[config.mk]
export PLATFORM = sky130hd
export DESIGN_NAME = pingpong_packer_flat
export DESIGN_NICKNAME = d
export VERILOG_FILES = /design/src/rtl/pingpong_packer_if.sv /design/src/rtl/pingpong_packer.sv /design/src/flat_wrapper.sv
export SDC_FILE = /design/constraint.sdc
export NUM_CORES = 1
export LEC_CHECK = 0
export CORE_MARGIN = 5
export CORE_UTILIZATION = 30
export DETAILED_ROUTE_END_ITERATION = 8
export PLACE_DENSITY = 0.61
export SETUP_SLACK_MARGIN = 0.05
export SKIP_CTS_REPAIR_TIMING = 1
export SLEW_MARGIN = 20
export SYNTH_ARGS = -nofsm -noshare
export SYNTH_HDL_FRONTEND = slang
export SYNTH_SLANG_ARGS = --single-unit
export TNS_END_PERCENT = 1
[constraint.sdc]
create_clock -name clk -period 2.4 [get_ports clk]
set_input_delay 0.72 -clock clk [delete_from_list [all_inputs] [get_ports clk]]
set_output_delay 0.72 -clock clk [all_outputs]
set_load 0.02 [all_outputs]
[src/rtl/pingpong_packer_if.sv]
// Handshake bundle between the pingpong buffer, the packer and the wide-word consumer.
// parity_out is present only when PACK_PARITY_EN is defined.
interface pingpong_packer_if #(
  parameter int DATA_WD  = 8,
  parameter int PACK_NUM = 4
);
  logic                          valid_in;
  logic [DATA_WD-1:0]            data_in;
  logic                          last_in;
  logic                          ready_in;
  logic                          valid_out;
  logic [DATA_WD*PACK_NUM-1:0]   data_out;
  logic [PACK_NUM-1:0]           keep_out;
  logic                          ready_out;
`ifdef PACK_PARITY_EN
  logic                          parity_out;

  modport slave (
    input  valid_in, data_in, last_in, ready_out,
    output ready_in, valid_out, data_out, keep_out, parity_out
  );
  modport master (
    output valid_in, data_in, last_in, ready_out,
    input  ready_in, valid_out, data_out, keep_out, parity_out
  );
`else
  modport slave (
    input  valid_in, data_in, last_in, ready_out,
    output ready_in, valid_out, data_out, keep_out
  );
  modport master (
    output valid_in, data_in, last_in, ready_out,
    input  ready_in, valid_out, data_out, keep_out
  );
`endif
endinterface

[src/rtl/pingpong_packer.sv]
// Packs PACK_NUM narrow beats into one wide word (lane 0 in the LSBs); last_in flushes a partial word.
// Optional macro PACK_PARITY_EN adds a registered parity_out over the filled lanes.
module pingpong_packer #(
  parameter int DATA_WD  = 8,
  parameter int PACK_NUM = 4
) (
  input  logic               clk,
  input  logic               rst,
  pingpong_packer_if.slave   bus
);
  localparam int CNT_WD  = (PACK_NUM > 1) ? $clog2(PACK_NUM) : 1;
  localparam int WORD_WD = DATA_WD * PACK_NUM;
  localparam logic [CNT_WD-1:0] LAST_LANE = CNT_WD'(PACK_NUM - 1);
  localparam logic [CNT_WD-1:0] ONE_LANE  = CNT_WD'(1);

  typedef enum logic [0:0] {
    ST_COLLECT = 1'b0,
    ST_HOLD    = 1'b1
  } state_t;

  state_t               state_r;
  logic [CNT_WD-1:0]    lane_cnt_r;
  logic                 valid_r;
  logic [WORD_WD-1:0]   data_r;
  logic [PACK_NUM-1:0]  keep_r;
  logic [WORD_WD-1:0]   data_nxt_s;
  logic [PACK_NUM-1:0]  keep_nxt_s;
  logic                 ready_in_s;
  logic                 fire_in_s;
  logic                 fire_out_s;

  // In HOLD a beat may only enter when the held word leaves in the same cycle
  assign ready_in_s = (state_r == ST_COLLECT) ? 1'b1 : bus.ready_out;
  assign fire_in_s  = bus.valid_in & ready_in_s;
  assign fire_out_s = valid_r & bus.ready_out;

  assign bus.ready_in  = ready_in_s;
  assign bus.valid_out = valid_r;
  assign bus.data_out  = data_r;
  assign bus.keep_out  = keep_r;

`ifdef PACK_PARITY_EN
  logic parity_r;

  function automatic logic masked_parity(input logic [WORD_WD-1:0]  d,
                                         input logic [PACK_NUM-1:0] k);
    logic p;
    p = 1'b0;
    for (int i = 0; i < PACK_NUM; i++) begin
      p = p ^ ((^d[i*DATA_WD +: DATA_WD]) & k[i]);
    end
    return p;
  endfunction

  assign bus.parity_out = parity_r;
`endif

  // Next word contents: fill the current lane, or restart at lane 0 when the held word leaves
  always_comb begin
    data_nxt_s = data_r;
    keep_nxt_s = keep_r;
    case (state_r)
      ST_COLLECT: begin
        if (fire_in_s) begin
          data_nxt_s[lane_cnt_r*DATA_WD +: DATA_WD] = bus.data_in;
          keep_nxt_s[lane_cnt_r]                   = 1'b1;
        end else begin
          data_nxt_s = data_r;
        end
      end
      ST_HOLD: begin
        if (fire_out_s) begin
          data_nxt_s = {WORD_WD{1'b0}};
          keep_nxt_s = {PACK_NUM{1'b0}};
          if (fire_in_s) begin
            data_nxt_s[DATA_WD-1:0] = bus.data_in;
            keep_nxt_s[0]           = 1'b1;
          end else begin
            keep_nxt_s[0] = 1'b0;
          end
        end else begin
          data_nxt_s = data_r;
        end
      end
      default: begin
        data_nxt_s = {WORD_WD{1'b0}};
        keep_nxt_s = {PACK_NUM{1'b0}};
      end
    endcase
  end

  // Packer FSM with registered word, keep mask, valid and parity
  always_ff @(posedge clk) begin
    if (rst) begin
      state_r    <= ST_COLLECT;
      lane_cnt_r <= {CNT_WD{1'b0}};
      valid_r    <= 1'b0;
      data_r     <= {WORD_WD{1'b0}};
      keep_r     <= {PACK_NUM{1'b0}};
`ifdef PACK_PARITY_EN
      parity_r   <= 1'b0;
`endif
    end else begin
      data_r <= data_nxt_s;
      keep_r <= keep_nxt_s;
`ifdef PACK_PARITY_EN
      parity_r <= masked_parity(data_nxt_s, keep_nxt_s);
`endif
      case (state_r)
        ST_COLLECT: begin
          if (fire_in_s) begin
            if ((lane_cnt_r == LAST_LANE) || bus.last_in) begin
              state_r    <= ST_HOLD;
              valid_r    <= 1'b1;
              lane_cnt_r <= {CNT_WD{1'b0}};
            end else begin
              lane_cnt_r <= lane_cnt_r + ONE_LANE;
            end
          end
        end
        ST_HOLD: begin
          if (fire_out_s) begin
            if (fire_in_s && bus.last_in) begin
              // single-beat word replaces the departing one; stay presenting
              lane_cnt_r <= {CNT_WD{1'b0}};
            end else if (fire_in_s) begin
              state_r    <= ST_COLLECT;
              valid_r    <= 1'b0;
              lane_cnt_r <= ONE_LANE;
            end else begin
              state_r    <= ST_COLLECT;
              valid_r    <= 1'b0;
              lane_cnt_r <= {CNT_WD{1'b0}};
            end
          end
        end
        default: begin
          state_r    <= ST_COLLECT;
          valid_r    <= 1'b0;
          lane_cnt_r <= {CNT_WD{1'b0}};
        end
      endcase
    end
  end
endmodule

[src/flat_wrapper.sv]
// flat-port wrapper written by rule: the top's interface ports become plain ports
module pingpong_packer_flat 
#(
  parameter int DATA_WD  = 8,
  parameter int PACK_NUM = 4
)
  (clk, rst, bus_valid_in, bus_data_in, bus_last_in, bus_ready_out, bus_ready_in, bus_valid_out, bus_data_out, bus_keep_out);
  pingpong_packer_if #(.DATA_WD(DATA_WD), .PACK_NUM(PACK_NUM)) bus_i ();
  input  logic clk;
  input  logic rst;
  input wire logic [$bits(bus_i.valid_in)-1:0] bus_valid_in;
  input wire logic [$bits(bus_i.data_in)-1:0] bus_data_in;
  input wire logic [$bits(bus_i.last_in)-1:0] bus_last_in;
  input wire logic [$bits(bus_i.ready_out)-1:0] bus_ready_out;
  output wire logic [$bits(bus_i.ready_in)-1:0] bus_ready_in;
  output wire logic [$bits(bus_i.valid_out)-1:0] bus_valid_out;
  output wire logic [$bits(bus_i.data_out)-1:0] bus_data_out;
  output wire logic [$bits(bus_i.keep_out)-1:0] bus_keep_out;
  assign bus_i.valid_in = bus_valid_in;
  assign bus_i.data_in = bus_data_in;
  assign bus_i.last_in = bus_last_in;
  assign bus_i.ready_out = bus_ready_out;
  assign bus_ready_in = bus_i.ready_in;
  assign bus_valid_out = bus_i.valid_out;
  assign bus_data_out = bus_i.data_out;
  assign bus_keep_out = bus_i.keep_out;
  pingpong_packer #(.DATA_WD(DATA_WD), .PACK_NUM(PACK_NUM)) u_core (.clk(clk), .rst(rst), .bus(bus_i));
endmodule
==> flow_summary_export.csv <==
group,metric,value,unit
cts,cts.path.max_buffers,2,
power_and_ir_drop,intPower,0.00108,W
timing,hold_violations,0,
synthesis,syn-num-nets,235,
grt,antenna_found_initial,0,
grt,grt_pass1_wl,9.11,mm
floorplan,rows,30,
synthesis,synth_top_family_by_area,"compound AO/OA/AOI/OAI gates",
floorplan,ioPinCount,51,
synthesis,syn-instance-count,214,
cts,cts_buffers,5,
routing,drt_iter0_drc,97,
routing,avgRoutedWirePerCell,16.3,um
layout,syn2layout_area_growth,34.1,%
timing,min_period,2.22,ns
routing,drtPass1Iterations,4,
cts,cts_sinks,40,
power_and_ir_drop,ir_drop,0.301,mV
routing,drc,0,
floorplan,die_w,92.9,um
timing,whs,0.465,ns
power_and_ir_drop,clockPowerShare,37.7,%
synthesis,seq_area_frac_synth,38.9,%
timing,finClkSkew,0.00986,ns
place,io_buffers,50,
power_and_ir_drop,p_sw,0.000388,W
synthesis,synthSimpleGateAreaFrac,21.9,%
place,post-place-ws,-0.211,ns
layout,nets,281,
timing,slew_violations,0,
critical_path,cp-end-kind,"output pin",
timing,setup_ws,0.178,ns
run_status,status,"complete, no violations",
cts,ctsHtreeMaxLevel,2,
grt,grt_pass1_vias,1803,
critical_path,crit_path_start,"bus_ready_out",
critical_path,cp_top_family,"buffers and inverters",
routing,via_count,1840,
place,place.gp.congestion,0.740,
layout,final_cell_mix,"49 x clkdlybuf4s50_1, 40 x dfxtp_1, 32 x a21oi_1, 27 x nand3_1, 24 x o2111ai_1",
grt,grt_use_total,13.1,%
critical_path,critPathCapture,"bus_ready_in",
timing,clock.fmax,0.450,GHz
critical_path,worst_r2r_path_depth,5,
routing,wirelength,5.57,mm
timing,rsz0062_at_grt,"no",
min_path,hold_class,"register to register",
cts,path_clk_slew,0.08,ns
critical_path,rr_startpoint,"u_core.lane_cnt_r[1]",
synthesis,avgSynthCellArea,9.62,um^2
synthesis,synth_compound_area_share,27.0,%
floorplan,dieArea,8620,um^2
power_and_ir_drop,combPwrFrac,15.4,%
power_and_ir_drop,leakagePower,0.971,nW
timing,setup_viol,0,
synthesis,yosys_register_bits,40,
critical_path,cp_data_required_time,1.68,ns
cts,clock_latency,0.30,ns
critical_path,startpoint_type,"input port",
power_and_ir_drop,swShare,26.4,%
critical_path,crit_buf_inv,2,
routing,vias_per_cell,5.40,
timing,tightest_slew,0.596,ns
critical_path,rr_endpoint,"u_core.bus.data_out[20]",
layout,antenna_cells,0,
grt,gr-total-overflow,0,
critical_path,worstPathMaxFanout,2,
synthesis,yosys_warnings,0,
synthesis,synth.distinct_cells,34,
critical_path,crit_type,"input port to output pin",
cts,cts_tree,"yes",
grt,grt_start_max_net_pins,49,
timing,post-route-period-util,92.6,%
critical_path,timing.critical_path.cells,"clkdlybuf4s50_1, nand2b_1, dlymetal6s2s_1",
timing,maxSlewHeadroom,60.1,%
layout,drive_gt1_share,13.4,%
power_and_ir_drop,power,0.00147,W
critical_path,cpPeakStageDelay,0.47,ns
critical_path,slowest_stage,"clkdlybuf4s50_1",
floorplan,start_util,30.7,%
routing,detail-route-antenna-nets,0,
floorplan,fp.coreArea,6720,um^2
run,maxCapViolCount,0,
synthesis,synth_fa_ha_area_share,4.86,%
critical_path,cp.arrival,1.50,ns
synthesis,synth_mux_area_share,0,%
synthesis,syn-cell-area,2060,um^2
power_and_ir_drop,power.density,532,nW/um^2
cts,clockRootBuffer,"clkbuf_8",
power_and_ir_drop,p_seq_share,46.9,%
critical_path,worst-path-stages,3,
floorplan,die_h,92.9,um
synthesis,yosys.area_share.xor_xnor,0,%
min_path,hold_start,"u_core.bus.keep_out[0]",
place,hpwl,3.81,mm
critical_path,r2r_setup_slack,0.44,ns
layout,utilization,41.1,%
layout,layout_commonest_cell,"clkdlybuf4s50_1",
==> sequential cells by signal, indices dropped and copies added, names as in the netlist <==
register,count
u_core.state_r,1
u_core.lane_cnt_r,2
u_core.bus.keep_out,4
u_core.bus.valid_out,1
u_core.bus.data_out,32
==> per-layer routing <==
metal | part of all wire (%) | wire (um) | vias up | global-route usage [%]
met5 | 0 | 0 | - | 0
met4 | 0.70 | 39 | 0 | 2.20
met3 | 5.2 | 292 | 6 | 3.90
met2 | 48 | 2670 | 41 | 21.7
met1 | 46 | 2570 | 879 | 17.1
li1 | - | - | 914 | -
==> power groups by stage <==
stage          logic, W  clock network [W]  registers (W)
3_5_place_dp   0.000226                  0       0.000704
6_report       0.000226           0.000554       0.000689
4_1_cts        0.000227           0.000571       0.000689
5_1_grt        0.000243           0.000599       0.000691
3_3_place_gp   0.000225                  0       0.000705
2_1_floorplan  0.000118                  0       0.000721
==> worst min path at each step <==
stage | to | slack (ns) | cells past startpoint
2_1_floorplan | u_core.lane_cnt_r[1] | 0.51 | 2
3_3_place_gp | u_core.bus.keep_out[0] | 0.45 | 2
3_5_place_dp | u_core.bus.keep_out[0] | 0.46 | 2
4_1_cts | u_core.bus.keep_out[0] | 0.47 | 2
5_1_grt | u_core.bus.keep_out[0] | 0.49 | 2
6_report | u_core.bus.keep_out[0] | 0.46 | 2
==> cells by family after synthesis <==
logic type / Yosys count
DFF: 40
adders and majority gates: 8
buffers and inverters: 31
and+or+nand+nor: 65
AOI/OAI and AO/OA: 70
==> worst reg2reg max path, stage by stage (launching register included) <==
cell,delay (ns)
dfxtp_1,0.45
inv_1,0.14
ha_1,0.44
and2b_1,0.46
o2111ai_1,0.23
a21oi_1,0.17
==> cell type report <==
cell class              instances  area [um^2]
clock inverters                 3         42.5
well taps                      80          100
multi-input cells             143         1110
clock buffers                   5         68.8
inverters                      10         37.5
fillers                       673         3960
repair buffers                 60          603
flip-flops and latches         40          801
==> cell usage after synthesis (all sizes together) <==
cell type,n,area share (%)
nor3b,2,1.5
or4b,1,0.49
inv,10,1.8
o21ai,2,0.49
nor4b,1,1.2
and3b,4,1.7
a21oi,34,9.0
o41ai,8,6.3
nand4b,8,3.4
clkbuf,14,2.7
ha,8,4.9
and3,1,0.30
a21boi,1,0.55
nor3,4,0.97
or3,1,0.30
nor2b,1,0.30
nand2b,2,0.97
o2111ai,24,10
or2,1,0.30
nand3b,4,1.5
nand3,28,7.0
a221o,1,0.49
and2b,4,1.5
buf,7,2.8
nand2,3,0.55
dfxtp,40,39
==> metrics by stage <==
stage	cell area, um^2	instances	TNS [ns]
floorplan	2060	214	0
global placement	2650	333	-0.200
detailed placement	2650	333	-0.211
CTS	2760	341	-0.214
global route	2760	341	0
finish	2760	341	0
No activity file was read; power rests on OpenSTA's default activity.
==> RTL change 1: new RTL, config.mk and constraints unchanged <==
Reset style: asynchronous (`rst`), changed in one clocked block.
--- a/src/rtl/pingpong_packer.sv
+++ b/src/rtl/pingpong_packer.sv
@@ -90,7 +90,7 @@
   end
 
   // Packer FSM with registered word, keep mask, valid and parity
-  always_ff @(posedge clk) begin
+  always_ff @(posedge clk or posedge rst) begin
     if (rst) begin
       state_r    <= ST_COLLECT;
       lane_cnt_r <= {CNT_WD{1'b0}};
Formal check against the unedited RTL: differs if rst is asserted again (counterexample within 4 cycles, from zero or initial values and one cycle with rst high); with rst held inactive, the same outputs for 10 cycles.
==> RTL change 1 against the original RTL <==
Synthesized cell count fell by 34%. Routed wire length down 24%. Worst setup slack better by 12 ps. Critical path depth unchanged. Global-route usage shrank 1.5 points. Cell area down 8.8%. Utilization is 1.7 points higher. Sequential cell count is the same. Synthesized area decreased by 12%. Clock skew is 3.2 ps lower. Register-to-register slack improved by 130 ps.
Power is not compared: it rests on default switching activity, and its combinational part moved more than twofold at a synthesized area within 25%.
==> RTL change 1: results <==
export IMPL_status="finished, final reports clean"
export IMPL_netlist_top_cells_count="dfrtp_1 (40), a22o_1 (25), o21ai_1 (10), ha_1 (8), o2bb2ai_1 (8)"
export IMPL_synthArstFlopShare=1.00
export IMPL_finalNonFillerCells=274
export IMPL_syn_inst=141
export IMPL_grt_max_degree=41
export IMPL_worst_slew_pin_slew_ps=487
export IMPL_cts_root_buffer="clkbuf_8"
export IMPL_ys_seq_area_frac=0.553
export IMPL_final_layout_size_suffix_gt1_frac=0.126
export IMPL_final_nets=219
export IMPL_place_congestion=0.715
export IMPL_ys_types=31
export IMPL_grt_pass1_wl_mm=6.82
export IMPL_synthesis_nets=162
export IMPL_dp_cells=266
export IMPL_via_per_inst=4.73
export IMPL_num_fill_cells=550
export IMPL_grt_usage=0.116
export IMPL_hpwl_mm=3.08
export IMPL_ys_top_cells_by_area="dfrtp_1 (55%), a22o_1 (12%), ha_1 (5.5%)"
export IMPL_drt_iter0_markers=58
export IMPL_fin_skew_ps=6.64
export IMPL_grt_pass1_vias=1292
export IMPL_path_clk_slew_ps=80
export IMPL_cpLargestDelayFamily="buffers and inverters"
export IMPL_wire_per_inst_um=15.4
export IMPL_synth_ff_type="dfrtp_1"
export IMPL_dieArea_um2=7680
## RTL change 1: kinds of logic after synthesis
kind of cell / count (synthesis) / share of synthesized area
buf+inv: 10 / 0.0353
compound gates: 57 / 0.255
flops: 40 / 0.553
simple gates: 25 / 0.0927
mux: 1 / 0.00830
fa+ha+maj: 8 / 0.0553
## RTL change 1: path summary, 6_finish.rpt
kind                                                     from                             endpoint  slack [ps]  cells after the start
setup / recovery                                bus_ready_out                         bus_ready_in         190                      3
hold / removal             u_core.bus.data_out[0]$_DFFE_PP0P_   u_core.bus.data_out[0]$_DFFE_PP0P_         500                      1
setup reg to reg             u_core.lane_cnt_r[1]$_DFFE_PP0P_  u_core.bus.data_out[30]$_DFFE_PP0P_         570                      5
hold reg to reg            u_core.bus.data_out[0]$_DFFE_PP0P_   u_core.bus.data_out[0]$_DFFE_PP0P_         500                      1
max in group asynchronous                                 rst   u_core.bus.data_out[5]$_DFFE_PP0P_        1220                      3
min in group asynchronous                                 rst   u_core.bus.keep_out[0]$_DFFE_PP0P_         830                      3
## RTL change 1: through the flow
step                      TNS (ps)  setup WS (ps)  instance area, um^2
final                            0            190                 2520
after global routing             0            141                 2520
after CTS                     -204           -204                 2510
after detailed placement      -206           -206                 2400
after global placement        -199           -199                 2400
after floorplan                  0            637                 1810
## RTL change 1: power breakdown
part	leakage [nW]	internal [mW]	switching, mW
clock	0.0548	0.313	0.249
combinational	0.530	0.461	0.575
sequential	0.542	0.810	0.0948
## RTL change 1: cell type report
cell class / count / area share
clock inverters: 3 / 0.0184
flip-flops and latches: 40 / 0.398
repair buffers: 56 / 0.218
clock buffers: 5 / 0.0273
multi-input cells: 91 / 0.296
well taps: 75 / 0.0373
inverters: 4 / 0.00596
## RTL change 1: layer usage
layer / up-vias / wire length [um] / GRT usage
li1: 645 / - / -
met1: 614 / 2020 / 0.162
met2: 31 / 1860 / 0.167
met3: 7 / 240 / 0.0320
met4: 0 / 88 / 0.0502
met5: - / 0 / 0
## RTL change 1: worst reg2reg max path: cells and delay by family (launching register included)
kind,cells,cell delay [ps]
AOI/OAI and AO/OA,2,420
adders and majority gates,1,370
buffers and inverters,1,140
DFF,1,450
and+or+nand+nor,1,390
==> RTL change 2: new RTL, same settings <==
Without the edit above. `PACK_NUM` is set to 4 in 3 places; all go to 8.
--- a/src/rtl/pingpong_packer_if.sv
+++ b/src/rtl/pingpong_packer_if.sv
@@ -2,7 +2,7 @@
 // parity_out is present only when PACK_PARITY_EN is defined.
 interface pingpong_packer_if #(
   parameter int DATA_WD  = 8,
-  parameter int PACK_NUM = 4
+  parameter int PACK_NUM = 8
 );
   logic                          valid_in;
   logic [DATA_WD-1:0]            data_in;
--- a/src/rtl/pingpong_packer.sv
+++ b/src/rtl/pingpong_packer.sv
@@ -2,7 +2,7 @@
 // Optional macro PACK_PARITY_EN adds a registered parity_out over the filled lanes.
 module pingpong_packer #(
   parameter int DATA_WD  = 8,
-  parameter int PACK_NUM = 4
+  parameter int PACK_NUM = 8
 ) (
   input  logic               clk,
   input  logic               rst,
--- a/src/flat_wrapper.sv
+++ b/src/flat_wrapper.sv
@@ -2,7 +2,7 @@
 module pingpong_packer_flat 
 #(
   parameter int DATA_WD  = 8,
-  parameter int PACK_NUM = 4
+  parameter int PACK_NUM = 8
 )
   (clk, rst, bus_valid_in, bus_data_in, bus_last_in, bus_ready_out, bus_ready_in, bus_valid_out, bus_data_out, bus_keep_out);
   pingpong_packer_if #(.DATA_WD(DATA_WD), .PACK_NUM(PACK_NUM)) bus_i ();
Ports: changed (resized bus_data_out and bus_keep_out); port bits go from 51 to 87. The function was not compared with the original's and may differ.
==> RTL change 2 against the original RTL <==
Sequential cell count is 37 higher. Count of clock-buffer cells in the layout up 4. Routed wire length increased by 85%. Clock power rose by 52%. Cell area increased by 69%. Synthesized area rose by 58%. Total power rose by 68%. Critical path depth unchanged. Fmax is 1.0% lower. Worst setup slack got worse by 23 ps.
==> RTL change 2: results <==
export IMPL_status="finished, final reports clean"
export IMPL_grt_usage=0.158
export IMPL_antenna_found_initial=0
export IMPL_ys_top_cells_by_area="dfxtp_1 (47%), a21oi_1 (6.3%), a22o_1 (4.3%)"
export IMPL_grt_max_degree=30
export IMPL_synthMuxAreaShare=0
export IMPL_grt_pass1_wl_mm=16.3
export IMPL_pg_comb_uw=320
export IMPL_final_clk_cell_share=0.0358
export IMPL_vias=3170
export IMPL_final_layout_size_suffix_gt1_frac=0.187
export IMPL_port_buffers=86
export IMPL_power_internal_mw=1.79
export IMPL_final_nets=485
export IMPL_cts_buffer_depth=2
export IMPL_grt_use_met2=0.258
export IMPL_buffers_excl_clock=126
export IMPL_hpwl_mm=7.65
export IMPL_worst_path_max_fanout=2
export IMPL_post_place_ws_ps=-245
export IMPL_num_fill_cells=1082
export IMPL_cts_max_level=3
export IMPL_cp_slowest_cell="clkdlybuf4s50_1"
export IMPL_wl_met3_um=657
export IMPL_seq_area_um2=1540
export IMPL_vdd_drop_max_v=0.000222
export IMPL_ys_warnings_count=0
export IMPL_buf_share=0.250
export IMPL_netlist_top_cells_count="dfxtp_1 (77), a21oi_1 (41), nand2_1 (32), o21ai_0 (26), nand3_1 (22)"
export IMPL_synthAdderAreaFrac=0.0269
export IMPL_cts_buffers_inserted=9
export IMPL_ys_types=47
export IMPL_place_congestion=0.833
export IMPL_inverters=5
export IMPL_synthXorXnorAreaFrac=0
export IMPL_multi_input_area_share=0.341
export IMPL_ys_seq_area_frac=0.473
export IMPL_met3_usage=0.0344
export IMPL_wl_met1_mm=4.48
export IMPL_multi_input_comb_cells=246
export IMPL_use_met1=0.202
export IMPL_worst_slew_pin_slew_ps=739
export IMPL_top_layer_used="met4"
export IMPL_synthArstFlopShare=0
export IMPL_drt_iter0_markers=230
export IMPL_path_clk_slew_ps=80
export IMPL_fin_skew_ps=8.54
export IMPL_worstPathArrival_ps=1520
export IMPL_flops_and_latches=77
export IMPL_clk_latency_ps=340
export IMPL_synthesis_nets=371
export IMPL_met2WireLength_mm=4.96
export IMPL_synth_compound_area_frac=0.214
export IMPL_wire_per_inst_um=16.9
export IMPL_cpLargestDelayFamily="buffers and inverters"
export IMPL_drt_pre_antenna_iters=5
export IMPL_largest_register_ffs=64
export IMPL_grt_pass1_vias=3076
export IMPL_powerClk_uw=842
export IMPL_p_leak_nw=1.62
[RTL change 2: stage by stage]
step,instances,area (um^2),power (mW),hold WS [ps],TNS (ps)
detailed placement,594,4480,1.65,450,-7800
CTS,610,4650,2.49,460,-235
floorplan,351,3320,1.51,525,0
global route,610,4650,2.58,478,0
finish,610,4650,2.47,457,0
global placement,594,4480,1.65,445,-6180
[RTL change 2: worst paths after layout]
kind,cells after the start,startpoint,end,slack [ps]
max,3,bus_ready_out,bus_ready_in,160
min,2,u_core.bus.data_out[51]$_SDFFE_PP0P_,u_core.bus.data_out[51]$_SDFFE_PP0P_,460
max reg2reg,7,u_core.lane_cnt_r[1]$_SDFFE_PP0P_,u_core.bus.data_out[22]$_SDFFE_PP0P_,170
min reg2reg,2,u_core.bus.data_out[51]$_SDFFE_PP0P_,u_core.bus.data_out[51]$_SDFFE_PP0P_,460
[RTL change 2: cell families after synthesis]
group / Yosys count
adders and majority gates: 7
buffers and inverters: 28
AOI/OAI and AO/OA: 110
and+or+nand+nor: 129
DFF: 77
